<file path="config.mk">
export PLATFORM = sky130hd
export DESIGN_NAME = aes_fetch_controller
export DESIGN_NICKNAME = d
export VERILOG_FILES = /design/src/rtl/aes_fetch_controller.sv
export SDC_FILE = /design/constraint.sdc
export NUM_CORES = 1
export LEC_CHECK = 0
export ABC_AREA = 1
export BUFFER_PORTS_ARGS = -buffer_cell sky130_fd_sc_hd__buf_2
export CORE_AREA = 3 3 209 211
export CTS_CLUSTER_DIAMETER = 80
export DETAILED_ROUTE_END_ITERATION = 8
export DIE_AREA = 0 0 212 214
export PLACE_DENSITY = 0.57
export SLEW_MARGIN = 20
export SYNTH_ARGS = -nofsm -noshare
export SYNTH_HDL_FRONTEND = slang
export SYNTH_SLANG_ARGS = --single-unit
</file>
<file path="constraint.sdc">
create_clock -name clk_i -period 3.3 [get_ports clk_i]
set_input_delay 0.66 -clock clk_i [delete_from_list [all_inputs] [get_ports clk_i]]
set_output_delay 0.66 -clock clk_i [all_outputs]
set_load 0.05 [all_outputs]
</file>
<file path="src/rtl/aes_fetch_controller.sv">
// AES fetch controller: walks cyphertext/key memory and hands blocks to the core.
// Define FETCH_LOOP_EN to restart the run at address 0 after every pass.
`ifndef ADDR_WIDTH
`define ADDR_WIDTH 4
`endif
`ifndef TEXT_WIDTH
`define TEXT_WIDTH 128
`endif
`ifndef KEY_WIDTH
`define KEY_WIDTH 128
`endif
`ifndef MEMORY_SIZE
`define MEMORY_SIZE 16
`endif

module aes_fetch_controller (
  input  logic                   clk_i,
  input  logic                   rst_n_i,
  input  logic                   start_i,
  input  logic                   abort_i,
  input  logic [`ADDR_WIDTH:0]   num_blocks_i,
  output logic [`ADDR_WIDTH-1:0] pc_o,
  input  logic [`TEXT_WIDTH-1:0] cyphertext_i,
  input  logic [`KEY_WIDTH-1:0]  key_i,
  output logic [`TEXT_WIDTH-1:0] text_o,
  output logic [`KEY_WIDTH-1:0]  key_o,
  output logic                   valid_o,
  input  logic                   ready_i,
  output logic                   busy_o,
  output logic                   done_o,
  output logic [`ADDR_WIDTH:0]   block_cnt_o
);

  localparam int AW = `ADDR_WIDTH;
  localparam int CW = AW + 1;
  localparam logic [CW-1:0] MEM_SIZE = CW'(`MEMORY_SIZE);
`ifdef FETCH_LOOP_EN
  localparam bit LOOP = 1'b1;
`else
  localparam bit LOOP = 1'b0;
`endif

  typedef enum logic [1:0] {
    IDLE,
    FETCH,
    HOLD,
    DONE
  } state_t;

  state_t state_q, state_d;

  logic [CW-1:0] cnt_q;
  logic [CW-1:0] num_sat;
  logic          do_start;
  logic          do_cap;
  logic          do_hs;
  logic          last;

  assign num_sat = (num_blocks_i > MEM_SIZE) ? MEM_SIZE : num_blocks_i;

  // Every action below is gated by !abort_i so abort wins outright.
  assign do_start = !abort_i && state_q == IDLE &&
                    start_i && num_blocks_i != '0;
  assign do_cap   = !abort_i && state_q == FETCH;
  assign do_hs    = !abort_i && state_q == HOLD &&
                    valid_o && ready_i;
  assign last     = {1'b0, pc_o} == cnt_q - CW'(1);

  assign busy_o = state_q == FETCH || state_q == HOLD;

  always_ff @(posedge clk_i or negedge rst_n_i) begin
    if (!rst_n_i) begin
      state_q <= IDLE;
    end else begin
      state_q <= state_d;
    end
  end

  always_comb begin
    state_d = state_q;
    unique case (state_q)
      IDLE: begin
        if (do_start) state_d = FETCH;
      end
      FETCH: begin
        state_d = HOLD;
      end
      HOLD: begin
        if (do_hs) begin
          if (!last)     state_d = FETCH;
          else if (LOOP) state_d = FETCH;
          else           state_d = DONE;
        end
      end
      DONE: begin
        state_d = IDLE;
      end
      default: begin
        state_d = IDLE;
      end
    endcase
    if (abort_i) state_d = IDLE;
  end

  always_ff @(posedge clk_i or negedge rst_n_i) begin
    if (!rst_n_i) begin
      pc_o        <= '0;
      text_o      <= '0;
      key_o       <= '0;
      valid_o     <= 1'b0;
      done_o      <= 1'b0;
      block_cnt_o <= '0;
      cnt_q       <= '0;
    end else begin
      done_o <= 1'b0;
      unique case (1'b1)
        abort_i: begin
          pc_o        <= '0;
          valid_o     <= 1'b0;
          block_cnt_o <= '0;
        end
        do_start: begin
          cnt_q       <= num_sat;
          pc_o        <= '0;
          block_cnt_o <= '0;
        end
        do_cap: begin
          text_o  <= cyphertext_i;
          key_o   <= key_i;
          valid_o <= 1'b1;
        end
        do_hs: begin
          valid_o     <= 1'b0;
          block_cnt_o <= block_cnt_o + CW'(1);
          if (!last) begin
            pc_o <= pc_o + AW'(1);
          end else begin
            done_o <= 1'b1;
            if (LOOP) begin
              pc_o        <= '0;
              block_cnt_o <= '0;
            end
          end
        end
        default: begin
        end
      endcase
    end
  end

endmodule

</file>
# Word-level counts from Yosys, hierarchy flattened

Index checks and enable logic that the tools add are counted.

Bits of input ports: 266
Flip-flop bits (word level): 274
Output and inout bits: 268

Order comparisons: 1
$add $sub $neg: 3
Eq/ne operators: 7
Reduce and logical (&&, ||, !) cells: 17
Muxes and demuxes: 12

Operators by type and width:

| operator                                              | number |
|---|---|
| case mux 5 bit (2 select lines)                       | 1 |
| two-way mux 2 bit                                     | 4 |
| case mux 2 bit (4 select lines)                       | 1 |
| case mux 4 bit (2 select lines)                       | 1 |
| logical AND 1 bit                                     | 7 |
| inequality test 3 bit (second input constant)         | 2 |
| adder 5 x 1 -> 5 bit (second input constant)          | 1 |
| equality test 4 x 5 -> 1 bit                          | 1 |
| greater-than comparator 5 bit (second input constant) | 1 |
| two-way mux 5 bit                                     | 1 |
| nonzero test 5 bit                                    | 1 |
| subtractor 5 x 1 -> 5 bit (second input constant)     | 1 |
| adder 4 x 1 -> 4 bit (second input constant)          | 1 |
| equality test 2 bit (second input constant)           | 2 |
| two-way mux 4 bit                                     | 1 |
| AND reduction 2 bit                                   | 2 |
| nonzero test 2 bit                                    | 2 |
| OR reduction 2 bit                                    | 2 |
| equality test 2 x 1 -> 1 bit (second input constant)  | 1 |
| zero test 2 bit                                       | 1 |
| two-way mux 1 bit                                     | 2 |
| inequality test 2 bit (second input constant)         | 1 |
| case mux 1 bit (2 select lines)                       | 1 |
| zero test 1 bit                                       | 1 |
| logical OR 1 bit                                      | 1 |

# Logic depth before layout (Yosys ltp)

Gate-level depths: netlist of the first run.

Depth after elaboration: 7
Gate-level depth with buffers: 12
Depth with buffers taken out: 12

# Least setup slack after synthesis of the first run

OpenSTA, ideal clock, no wires.

Path kind: register to output
Start point: register state_q[1]
End point: output port busy_o
Cell stages (with the launch flop): 3
Required time: 2.640 ns
Arrival: 0.989 ns
Path buffers: 0
Setup slack: 1.651 ns
Cell sequence: dfrtp_1 -> inv_1 -> ha_1

Cells in the longest elaborated chain, start to end: 2
Elaborated cells between the ends (all ways): 3
Classes of those cells: eq/ne (2); reduce/logical (1)

RTL lines:

| element                                                             | RTL line | RTL |
|---|---|---|
| start, declared                                                     | 50       | `state_t state_q, state_d;` |
| start signal, assigned                                              | 75       | `state_q <= state_d;` |
| equality test 2 x 1 -> 1 bit or equality test 2 bit (tied branches) | 69       | `assign busy_o = state_q == FETCH \|\| state_q == HOLD;` |
| logical OR 1 bit (*)                                                | 69       |  |
| end, declared                                                       | 29       | `output logic busy_o,` |

Every way passes the cells marked *; elsewhere a longest branch is shown, timed or not.

# Worst setup path after layout of the first run

Ends and elaborated chain as after synthesis.

==> flow_summary.html, run 1 <==
<table>
<tr><th>Metric</th><th>Value</th></tr>
<tr><th colspan="2">Outcome</th></tr>
<tr><td>Outcome</td><td>finished clean</td></tr>
<tr><th colspan="2">Finish</th></tr>
<tr><td>Share of post-route cells with drive strength above 1</td><td>60.8%</td></tr>
<tr><td>Growth of design area from synthesis to finish</td><td>37.7%</td></tr>
<tr><td>Final cell utilization of the core</td><td>36.5%</td></tr>
<tr><td>Final antenna diode count</td><td>0</td></tr>
<tr><td>Commonest cells after routing, fill and taps aside</td><td>buf_2 (532), dfrtp_1 (274), mux2_4 (100), mux2_1 (100), mux2_2 (56)</td></tr>
<tr><td>Filler Cell Count</td><td>4,107</td></tr>
<tr><td>Commonest non-fill, non-tap cell in the layout</td><td>buf_2</td></tr>
<tr><td>Number of nets in the final layout</td><td>1,513</td></tr>
<tr><th colspan="2">Detailed routing</th></tr>
<tr><td>DR WL/cell</td><td>16.8 µm</td></tr>
<tr><td>Routed Wire Length</td><td>30.2 mm</td></tr>
<tr><td>Number of routed nets with antenna violations</td><td>0</td></tr>
<tr><td>Detailed-route vias per instance</td><td>4.14</td></tr>
<tr><td>Detailed-router iteration count before antenna repair</td><td>4</td></tr>
<tr><td>Via count</td><td>7,441</td></tr>
<tr><td>Post-route DRC</td><td>0</td></tr>
<tr><td>Violation count after the first detailed-route iteration</td><td>293</td></tr>
<tr><th colspan="2">STA</th></tr>
<tr><td>Final hold violations</td><td>0</td></tr>
<tr><td>Remaining max-slew budget at the tightest pin</td><td>55.2%</td></tr>
<tr><td>Setup Viol. Count Final</td><td>0</td></tr>
<tr><td>Setup repair after global routing missed its margin</td><td>false</td></tr>
<tr><td>Measured slew at the worst slew-check pin</td><td>0.673 ns</td></tr>
<tr><td>Final critical path time including I/O delays and setup</td><td>2.27 ns</td></tr>
<tr><td>Highest clock frequency the design can meet</td><td>0.440 GHz</td></tr>
<tr><td>Share of the clock period used by the worst path</td><td>68.8%</td></tr>
<tr><td>Total Negative Setup Slacks</td><td>0 ns</td></tr>
<tr><td>Post-route clock skew</td><td>0.00394 ns</td></tr>
<tr><td>Final max-slew violation count</td><td>0</td></tr>
<tr><th colspan="2">Logic synthesis</th></tr>
<tr><td>Top-area cell type share of the netlist area</td><td>61.7%</td></tr>
<tr><td>Post-synthesis cell type count</td><td>27</td></tr>
<tr><td>Yosys warns</td><td>0</td></tr>
<tr><td>Cell type contributing the most total cell area after synthesis</td><td>dfrtp_1</td></tr>
<tr><td>Top cells by area, synth</td><td>dfrtp_1 (62%), mux2_4 (14%), mux2_1 (10%)</td></tr>
<tr><td>Sequential element share of the synthesized area</td><td>61.7%</td></tr>
<tr><td>Post-synthesis cell area</td><td>0.0111 mm²</td></tr>
<tr><td>Average cell area after synthesis</td><td>16.3 µm²</td></tr>
<tr><td>Synthesized flop and latch total</td><td>274</td></tr>
<tr><td>Synthesized netlist net count</td><td>956</td></tr>
<tr><td>Cell count after synthesis</td><td>683</td></tr>
<tr><th colspan="2">Global route</th></tr>
<tr><td>Initial antenna violation count</td><td>0</td></tr>
<tr><td>Global route hottest layer</td><td>met2</td></tr>
<tr><td>Remaining global-route overflow</td><td>0</td></tr>
<tr><td>Largest net degree at the start of global routing</td><td>74</td></tr>
<tr><td>GRT met3 Usage</td><td>3.19%</td></tr>
<tr><td>Met1 track utilization from global routing</td><td>15.0%</td></tr>
<tr><td>Overall routing resource usage</td><td>12.6%</td></tr>
<tr><td>Met2 usage in global routing</td><td>22.3%</td></tr>
<tr><td>Number of global-route vias before repair</td><td>7,977</td></tr>
<tr><td>First-pass GRT wire length</td><td>45.7 mm</td></tr>
<tr><th colspan="2">Worst setup path</th></tr>
<tr><td>Required arrival time at the worst endpoint</td><td>2.64 ns</td></tr>
<tr><td>Arrival time at the worst endpoint</td><td>1.61 ns</td></tr>
<tr><td>Maximum fanout along the worst path</td><td>4</td></tr>
<tr><td>Kind of end point of the critical path</td><td>output pin</td></tr>
<tr><td>Kind of critical path</td><td>reg -&gt; out</td></tr>
<tr><td>Worst setup SP type</td><td>flip-flop</td></tr>
<tr><th colspan="2">Floorplanning</th></tr>
<tr><td>Floorplan core area</td><td>0.0419 mm²</td></tr>
<tr><td>Number of rows created at floorplan</td><td>75</td></tr>
<tr><td>Die H</td><td>214 µm</td></tr>
<tr><td>Area enclosed by the die boundary</td><td>0.0454 mm²</td></tr>
<tr><td>Horizontal die dimension</td><td>212 µm</td></tr>
<tr><td>Effective utilization at floorplan</td><td>26.5%</td></tr>
<tr><td>Ports</td><td>534</td></tr>
<tr><th colspan="2">Clock network</th></tr>
<tr><td>Post CTS Setup Buffer Count</td><td>0</td></tr>
<tr><td>Clock net sink count</td><td>274</td></tr>
<tr><td>Clk pin slew, worst setup/hold paths</td><td>0.06 ns</td></tr>
<tr><td>Post-cts hold buffer count</td><td>0</td></tr>
<tr><td>Worst-Skew Late Latency</td><td>0.54 ns</td></tr>
<tr><td>Clock tree buffer depth</td><td>3</td></tr>
<tr><td>Number of buffers added by the clock tree synthesis step</td><td>30</td></tr>
<tr><td>Clock root cell</td><td>clkbuf_16</td></tr>
<tr><td>TritonCTS clock tree</td><td>yes</td></tr>
<tr><td>Resize count post-CTS</td><td>0</td></tr>
<tr><td>CTS HTree Levels</td><td>1</td></tr>
<tr><th colspan="2">Placed design</th></tr>
<tr><td>Final Wtd Congestion</td><td>0.797</td></tr>
<tr><td>HPWL after detailed placement</td><td>23.2 mm</td></tr>
<tr><td>Count of port buffers added during placement</td><td>533</td></tr>
<tr><th colspan="2">Hold path</th></tr>
<tr><td>Path category of the worst min-delay check</td><td>in -&gt; async</td></tr>
<tr><th colspan="2">Run</th></tr>
<tr><td>Number of max-cap violations</td><td>0</td></tr>
</table>
-- area by class of cell --
type / count / area (µm²) / share of cell area (%)
Multi-Input combinational cell: 361 / 3840 / 25.1
Sequential cell: 274 / 6860 / 44.8
Clock inverter: 10 / 55.1 / 0.360
Timing Repair Buffer: 553 / 2930 / 19.1
Tap cell: 539 / 674 / 4.41
Inverter: 20 / 75.1 / 0.491
Clock buffer: 42 / 867 / 5.67
-- cell usage after synthesis (all sizes together) --
library cell  count
a21oi             3
and3              1
buf              28
dfrtp           274
ha                7
inv              20
mux2            256
nand2            43
nand3            19
nand4             2
nor2             15
nor3              1
o21a              1
o21ai             9
xnor2             1
xor2              3
-- cell families (layout without fill, tap and decap cells) --
logic type	Yosys count	in the layout	synth area share (%)
AO/OA/AOI/OAI	13	13	0.608
XOR/XNOR	4	4	0.315
adder cells (fa/ha/maj)	7	7	0.788
buffers and inverters	48	625	3.79
flip-flops	274	274	61.7
multiplexers	256	256	29.3
AND/OR/NAND/NOR	81	81	3.46
-- registers in the layout (all words and copies together) (netlist names) --
signal and count:
cnt_q 5, state_q 2, valid_o 1, text_o 128
key_o 128, pc_o 4, done_o 1, block_cnt_o 5
-- metrics by stage --
step / area (µm²) / setup slack, ns / hold slack (ns) / instances
6_report: 15300 / 1.03 / 0.0918 / 1799
5_1_grt: 15300 / 0.955 / 0.126 / 1799
3_3_place_gp: 14400 / 1.05 / 0.468 / 1747
2_1_floorplan: 11100 / 1.65 / 0.364 / 683
4_1_cts: 15300 / 0.998 / 0.100 / 1799
3_5_place_dp: 14400 / 0.998 / 0.475 / 1747
-- layer usage --
metal / part of all wire [%] / vias to the layer above / wire [µm]
li1: - / 3471 / -
met3: 8.1 / 49 / 2430
met2: 50 / 301 / 15000
met4: 2.2 / 0 / 660
met1: 40 / 3620 / 12100
met5: 0 / - / 0
-- critical path, stage by stage (launching register included) --
cell and delay [ns]:
dfrtp_1 0.41, inv_1 0.11, ha_1 0.29, buf_2 0.26
-- worst paths after layout --
check | cells past startpoint | from | slack [ns] | endpoint
max | 3 | state_q[1] | 1.03 | busy_o
min | 1 | rst_n_i | 0.09 | key_o[112]
max reg2reg | 5 | state_q[1] | 1.10 | text_o[96]
min reg2reg | 1 | key_o[37] | 0.48 | key_o[37]
max in group asynchronous | 2 | rst_n_i | 2.40 | text_o[11]
min in group clk_i | 2 | key_i[43] | 0.32 | key_o[43]
Power of run 1 is not shown: default switching activity piles up to over one toggle a cycle in this logic, so the estimate is an artifact.
==> inputs of run 2 (changes only) <==
--- a/config.mk
+++ b/config.mk
@@ -11,7 +11,7 @@
 export CTS_CLUSTER_DIAMETER = 80
 export DETAILED_ROUTE_END_ITERATION = 8
 export DIE_AREA = 0 0 212 214
-export PLACE_DENSITY = 0.57
+export PLACE_DENSITY = 0.59
 export SLEW_MARGIN = 20
 export SYNTH_ARGS = -nofsm -noshare
 export SYNTH_HDL_FRONTEND = slang
==> constraint.sdc (replaced) <==
create_clock -name clk_i -period 1.9 [get_ports clk_i]
set_input_delay 0.38 -clock clk_i [delete_from_list [all_inputs] [get_ports clk_i]]
set_output_delay 0.38 -clock clk_i [all_outputs]
set_load 0.05 [all_outputs]
==> run 2 against run 1 <==
Net effect:
- design area up 2.6%
- cell count up 1.3%
- register-to-register slack got worse by 0.96 ns
- setup slack worse by 0.97 ns
- utilization grew 0.94 points
- largest cell class unchanged
==> flow_summary.html, run 2 (synthesized netlist as in run 1, its figures left out) <==
<table>
<tr><th>Metric</th><th>Value</th></tr>
<tr><th colspan="2">Detailed routing</th></tr>
<tr><td>Number of routed nets with antenna violations</td><td>0</td></tr>
<tr><td>Detailed-route vias per instance</td><td>4.12</td></tr>
<tr><td>Post-route DRC</td><td>0</td></tr>
<tr><td>Routed Wire Length</td><td>30.6 mm</td></tr>
<tr><td>Detailed-router iteration count before antenna repair</td><td>4</td></tr>
<tr><td>Violation count after the first detailed-route iteration</td><td>285</td></tr>
<tr><td>DR WL/cell</td><td>16.8 µm</td></tr>
<tr><td>Via count</td><td>7,518</td></tr>
<tr><th colspan="2">Clock network</th></tr>
<tr><td>CTS HTree Levels</td><td>1</td></tr>
<tr><td>Clock tree buffer depth</td><td>3</td></tr>
<tr><td>Clock root cell</td><td>clkbuf_16</td></tr>
<tr><td>Clock net sink count</td><td>274</td></tr>
<tr><td>Worst-Skew Late Latency</td><td>0.55 ns</td></tr>
<tr><td>Number of buffers added by the clock tree synthesis step</td><td>30</td></tr>
<tr><td>Clk pin slew, worst setup/hold paths</td><td>0.06 ns</td></tr>
<tr><td>TritonCTS clock tree</td><td>yes</td></tr>
<tr><th colspan="2">Global route</th></tr>
<tr><td>Overall routing resource usage</td><td>12.9%</td></tr>
<tr><td>First-pass GRT wire length</td><td>46.5 mm</td></tr>
<tr><td>Remaining global-route overflow</td><td>0</td></tr>
<tr><td>Initial antenna violation count</td><td>1</td></tr>
<tr><td>Number of global-route vias before repair</td><td>8,080</td></tr>
<tr><td>Largest net degree at the start of global routing</td><td>52</td></tr>
<tr><th colspan="2">Finish</th></tr>
<tr><td>Biggest regs</td><td>key_o (128), text_o (128)</td></tr>
<tr><td>Share of post-route cells with drive strength above 1</td><td>61.4%</td></tr>
<tr><td>Filler Cell Count</td><td>4,076</td></tr>
<tr><td>Final cell utilization of the core</td><td>37.4%</td></tr>
<tr><td>Growth of design area from synthesis to finish</td><td>41.2%</td></tr>
<tr><td>Commonest cells after routing, fill and taps aside</td><td>buf_2 (531), dfrtp_1 (274), mux2_4 (100), mux2_1 (100), mux2_2 (56)</td></tr>
<tr><td>Commonest non-fill, non-tap cell in the layout</td><td>buf_2</td></tr>
<tr><td>Finished Layout Cells</td><td>1,823</td></tr>
<tr><td>Number of nets in the final layout</td><td>1,533</td></tr>
<tr><th colspan="2">STA</th></tr>
<tr><td>Measured slew at the worst slew-check pin</td><td>0.450 ns</td></tr>
<tr><td>Setup Viol. Count Final</td><td>0</td></tr>
<tr><td>Share of the clock period used by the worst path</td><td>97.1%</td></tr>
<tr><td>Post-route clock skew</td><td>0.00706 ns</td></tr>
<tr><td>Post-route worst setup slack</td><td>0.0550 ns</td></tr>
<tr><td>Final hold violations</td><td>0</td></tr>
<tr><td>Total Negative Setup Slacks</td><td>0 ns</td></tr>
<tr><td>Final critical path time including I/O delays and setup</td><td>1.85 ns</td></tr>
<tr><td>Remaining max-slew budget at the tightest pin</td><td>70.0%</td></tr>
<tr><td>Highest clock frequency the design can meet</td><td>0.542 GHz</td></tr>
<tr><td>Final max-slew violation count</td><td>0</td></tr>
<tr><th colspan="2">Floorplanning</th></tr>
<tr><td>Die H</td><td>214 µm</td></tr>
<tr><td>Ports</td><td>534</td></tr>
<tr><td>Number of rows created at floorplan</td><td>75</td></tr>
<tr><td>Floorplan core area</td><td>0.0419 mm²</td></tr>
<tr><td>Effective utilization at floorplan</td><td>26.5%</td></tr>
<tr><td>Horizontal die dimension</td><td>212 µm</td></tr>
<tr><td>Area enclosed by the die boundary</td><td>0.0454 mm²</td></tr>
<tr><th colspan="2">Worst setup path</th></tr>
<tr><td>Arrival time at the worst endpoint</td><td>1.47 ns</td></tr>
<tr><td>Kind of critical path</td><td>reg -&gt; out</td></tr>
<tr><td>Maximum fanout along the worst path</td><td>3</td></tr>
<tr><td>Kind of end point of the critical path</td><td>output pin</td></tr>
<tr><td>Worst setup SP type</td><td>flip-flop</td></tr>
<tr><td>Required arrival time at the worst endpoint</td><td>1.52 ns</td></tr>
<tr><th colspan="2">Run</th></tr>
<tr><td>Number of max-cap violations</td><td>0</td></tr>
<tr><th colspan="2">Placed design</th></tr>
<tr><td>Inst Count DP</td><td>1,762</td></tr>
<tr><td>Setup WS pre-CTS</td><td>0.0969 ns</td></tr>
<tr><td>HPWL after detailed placement</td><td>24.1 mm</td></tr>
<tr><td>Final Wtd Congestion</td><td>0.816</td></tr>
<tr><td>Count of port buffers added during placement</td><td>533</td></tr>
<tr><th colspan="2">Hold path</th></tr>
<tr><td>Path category of the worst min-delay check</td><td>in -&gt; reg</td></tr>
<tr><th colspan="2">Outcome</th></tr>
<tr><td>Outcome</td><td>finished clean</td></tr>
</table>
## run 2: layout make-up
type	count	area [µm²]	area share, %
clock inverter	11	188	1.20
sequential	274	6860	43.7
tap	539	674	4.30
timing repair buffer	573	3160	20.1
antenna	1	2.50	0.0159
inverter	20	75.1	0.478
multi-input combinational	361	3860	24.6
clock buffer	44	885	5.64
## run 2: path summary, 6_finish.rpt
check	from	end	slack, ns	cells after the start
hold / removal	cyphertext_i[104]	text_o[104]	0.04	2
setup / recovery	state_q[0]	busy_o	0.05	3
max in group asynchronous	rst_n_i	text_o[118]	0.88	3
setup reg to reg	state_q[0]	key_o[26]	0.14	6
hold reg to reg	text_o[97]	text_o[97]	0.48	1
min in group asynchronous	rst_n_i	key_o[99]	0.36	2
## run 2: timing repair
item / in CTS / in global routing
buffers inserted: 2 / 0
hold buffers: 3 / 0
setup endpoints to repair: 1 / 7
resized for setup: 3 / 6
endpoints found under the hold margin: 40 / 0
## run 2: critical path, cell delays in order (launching register included)
cell and delay, ns:
dfrtp_1 0.39, inv_1 0.15, ha_4 0.23, buf_6 0.15
## run 2: metrics by stage
stage / instance area (µm²) / hold WS [ns]
final: 15700 / 0.0390
after global placement: 14500 / 0.348
after floorplan: 11100 / 0.0844
after detailed placement: 14500 / 0.345
after global routing: 15700 / 0.00661
after CTS: 15600 / 0.00103
## run 2: per-layer routing
layer / global-route usage (%) / up-vias / part of all wire (%)
met5: 0 / - / 0
met4: 4.35 / 0 / 2.8
met3: 2.75 / 56 / 7.0
met2: 23.1 / 280 / 51
met1: 15.1 / 3662 / 40
li1: - / 3520 / -
Power of run 2 is left out for the same reason.
==> inputs of run 3 (changes only) <==
--- a/config.mk
+++ b/config.mk
@@ -7,11 +7,11 @@
 export LEC_CHECK = 0
 export ABC_AREA = 1
 export BUFFER_PORTS_ARGS = -buffer_cell sky130_fd_sc_hd__buf_2
-export CORE_AREA = 3 3 209 211
+export CORE_AREA = 3 3 205 207
 export CTS_CLUSTER_DIAMETER = 80
 export DETAILED_ROUTE_END_ITERATION = 8
-export DIE_AREA = 0 0 212 214
-export PLACE_DENSITY = 0.59
+export DIE_AREA = 0 0 208 210
+export PLACE_DENSITY = 0.61
 export SLEW_MARGIN = 20
 export SYNTH_ARGS = -nofsm -noshare
 export SYNTH_HDL_FRONTEND = slang
==> run 3 against run 2 <==
Net effect:
- critical path depth is 3 higher
- critical endpoint is now key_o[82]
- cell count fell by 0.22%
- setup slack better by 0.0067 ns
==> flow_summary.html, run 3 (synthesized netlist as in run 1, its figures left out) <==
<table>
<tr><th>Metric</th><th>Value</th></tr>
<tr><th colspan="2">Worst setup path</th></tr>
<tr><td>Required arrival time at the worst endpoint</td><td>2.32 ns</td></tr>
<tr><td>Peak per-stage delay on the critical path</td><td>0.40 ns</td></tr>
<tr><td>Cell with the largest stage delay on the worst path</td><td>dfrtp_1</td></tr>
<tr><td>Crit-path cells</td><td>buf_4, ha_1, nand2_8, buf_12, buf_12, mux2_4</td></tr>
<tr><td>Worst Path Buf+Inv</td><td>3</td></tr>
<tr><td>Maximum fanout along the worst path</td><td>23</td></tr>
<tr><td>Arrival time at the worst endpoint</td><td>2.26 ns</td></tr>
<tr><td>Kind of critical path</td><td>reg -&gt; reg</td></tr>
<tr><td>Crit path top cell by count</td><td>buf_12</td></tr>
<tr><td>Kind of cell adding the most delay to the critical path</td><td>buffers and inverters</td></tr>
<tr><td>Worst setup SP type</td><td>flip-flop</td></tr>
<tr><td>Kind of end point of the critical path</td><td>flip-flop</td></tr>
<tr><th colspan="2">STA</th></tr>
<tr><td>Measured slew at the worst slew-check pin</td><td>0.489 ns</td></tr>
<tr><td>Final hold violations</td><td>0</td></tr>
<tr><td>Final critical path time including I/O delays and setup</td><td>1.84 ns</td></tr>
<tr><td>Final max-slew violation count</td><td>0</td></tr>
<tr><td>Total Negative Setup Slacks</td><td>0 ns</td></tr>
<tr><td>Setup repair after global routing missed its margin</td><td>false</td></tr>
<tr><td>Remaining max-slew budget at the tightest pin</td><td>67.4%</td></tr>
<tr><td>Worst Hold Slack</td><td>0.0363 ns</td></tr>
<tr><td>Setup Viol. Count Final</td><td>0</td></tr>
<tr><td>Highest clock frequency the design can meet</td><td>0.544 GHz</td></tr>
<tr><td>Post-route clock skew</td><td>0.00756 ns</td></tr>
<tr><td>Share of the clock period used by the worst path</td><td>96.8%</td></tr>
<tr><th colspan="2">Floorplanning</th></tr>
<tr><td>Effective utilization at floorplan</td><td>27.4%</td></tr>
<tr><td>Die H</td><td>210 µm</td></tr>
<tr><td>Floorplan core area</td><td>0.0406 mm²</td></tr>
<tr><td>Number of rows created at floorplan</td><td>74</td></tr>
<tr><td>Horizontal die dimension</td><td>208 µm</td></tr>
<tr><td>Ports</td><td>534</td></tr>
<tr><td>Area enclosed by the die boundary</td><td>0.0437 mm²</td></tr>
<tr><th colspan="2">Global route</th></tr>
<tr><td>First-pass GRT wire length</td><td>47.5 mm</td></tr>
<tr><td>Overall routing resource usage</td><td>13.5%</td></tr>
<tr><td>Initial antenna violation count</td><td>1</td></tr>
<tr><td>Remaining global-route overflow</td><td>0</td></tr>
<tr><td>Global route hottest layer</td><td>met2</td></tr>
<tr><td>Number of global-route vias before repair</td><td>8,134</td></tr>
<tr><td>GRT met3 Usage</td><td>3.05%</td></tr>
<tr><td>Largest net degree at the start of global routing</td><td>57</td></tr>
<tr><td>Met1 track utilization from global routing</td><td>16.4%</td></tr>
<tr><td>Met2 usage in global routing</td><td>24.1%</td></tr>
<tr><th colspan="2">Detailed routing</th></tr>
<tr><td>Post-route DRC</td><td>0</td></tr>
<tr><td>Number of routed nets with antenna violations</td><td>0</td></tr>
<tr><td>Routed Wire Length</td><td>31.0 mm</td></tr>
<tr><td>Violation count after the first detailed-route iteration</td><td>350</td></tr>
<tr><td>Detailed-router iteration count before antenna repair</td><td>4</td></tr>
<tr><td>Detailed-route vias per instance</td><td>4.19</td></tr>
<tr><td>DR WL/cell</td><td>17.1 µm</td></tr>
<tr><td>Via count</td><td>7,623</td></tr>
<tr><th colspan="2">Outcome</th></tr>
<tr><td>Outcome</td><td>finished clean</td></tr>
<tr><th colspan="2">Clock network</th></tr>
<tr><td>CTS HTree Levels</td><td>1</td></tr>
<tr><td>Number of buffers added by the clock tree synthesis step</td><td>31</td></tr>
<tr><td>Clock net sink count</td><td>274</td></tr>
<tr><td>Worst-Skew Late Latency</td><td>0.54 ns</td></tr>
<tr><td>Clock root cell</td><td>clkbuf_16</td></tr>
<tr><td>Clock tree buffer depth</td><td>3</td></tr>
<tr><td>TritonCTS clock tree</td><td>yes</td></tr>
<tr><td>Clk pin slew, worst setup/hold paths</td><td>0.07 ns</td></tr>
<tr><th colspan="2">Finish</th></tr>
<tr><td>Biggest regs</td><td>key_o (128), text_o (128)</td></tr>
<tr><td>Growth of design area from synthesis to finish</td><td>41.3%</td></tr>
<tr><td>Number of nets in the final layout</td><td>1,535</td></tr>
<tr><td>Commonest cells after routing, fill and taps aside</td><td>buf_2 (531), dfrtp_1 (274), mux2_4 (100), mux2_1 (100), mux2_2 (56)</td></tr>
<tr><td>Share of post-route cells with drive strength above 1</td><td>62.0%</td></tr>
<tr><td>Commonest non-fill, non-tap cell in the layout</td><td>buf_2</td></tr>
<tr><th colspan="2">Run</th></tr>
<tr><td>Number of max-cap violations</td><td>0</td></tr>
<tr><th colspan="2">Placed design</th></tr>
<tr><td>HPWL after detailed placement</td><td>24.5 mm</td></tr>
<tr><td>Final Wtd Congestion</td><td>0.874</td></tr>
<tr><td>Count of port buffers added during placement</td><td>533</td></tr>
<tr><th colspan="2">Hold path</th></tr>
<tr><td>Path category of the worst min-delay check</td><td>in -&gt; reg</td></tr>
</table>
run 3: cell count changes in the layout (fill, tap and decap cells not counted), sizes merged:
cell         previous run  this run
clkbuf                 44        39
buf                   570       573
bufinv                  5         7
clkinvlp                0         4
dlygate4sd3             3         1
clkinv                  5         6
run 3: area by class of cell:
type	count	area (µm²)
Antenna cell	1	2.50
Clock buffer	39	856
Clock inverter	18	283
Fill cell	3963	24900
Inverter	20	75.1
Multi-Input combinational cell	361	3840
Sequential cell	274	6860
Tap cell	532	666
Timing Repair Buffer	574	3120
run 3: final timing paths:
check	startpoint	endpoint	slack [ns]	cells after the start
hold / removal	cyphertext_i[121]	text_o[121]	0.04	2
max in group asynchronous	rst_n_i	text_o[9]	0.87	3
setup / recovery	state_q[0]	key_o[82]	0.06	6
hold reg to reg	text_o[94]	text_o[94]	0.48	1
min in group asynchronous	rst_n_i	key_o[14]	0.38	2
setup reg to reg	state_q[0]	key_o[82]	0.06	6
run 3: worst register-to-register path, stage by stage, from the launching register on:
cell and delay (ns):
dfrtp_1 0.40, buf_4 0.15, ha_1 0.26, nand2_8 0.11
buf_12 0.18, buf_12 0.28, mux2_4 0.33
run 3: layer usage:
| layer | up-vias | routed length, µm |
|---|---|---|
| met4 | 0 | 728 |
| met3 | 46 | 2070 |
| met2 | 294 | 15900 |
| met1 | 3755 | 12300 |
| met5 | - | 0 |
| li1 | 3528 | - |
run 3: metrics by stage:
step	std cells	setup WS, ns	util [%]	cell area, µm²
2_1_floorplan	683	0.336	-	11100
3_3_place_gp	1758	0.160	35.8	14500
3_5_place_dp	1758	0.109	35.8	14500
4_1_cts	1818	0.00242	38.7	15700
5_1_grt	1819	0.00592	38.7	15700
6_report	1819	0.0617	38.7	15700
run 3: repair_timing:
action / in CTS / in global routing
gates resized for setup: 2 / 4
endpoints found under the hold margin: 45 / 0
setup endpoints to repair: 1 / 4
hold buffers: 1 / 0
setup buffers: 2 / 0
cloned: 0 / 0
Power of run 3 is left out for the same reason.
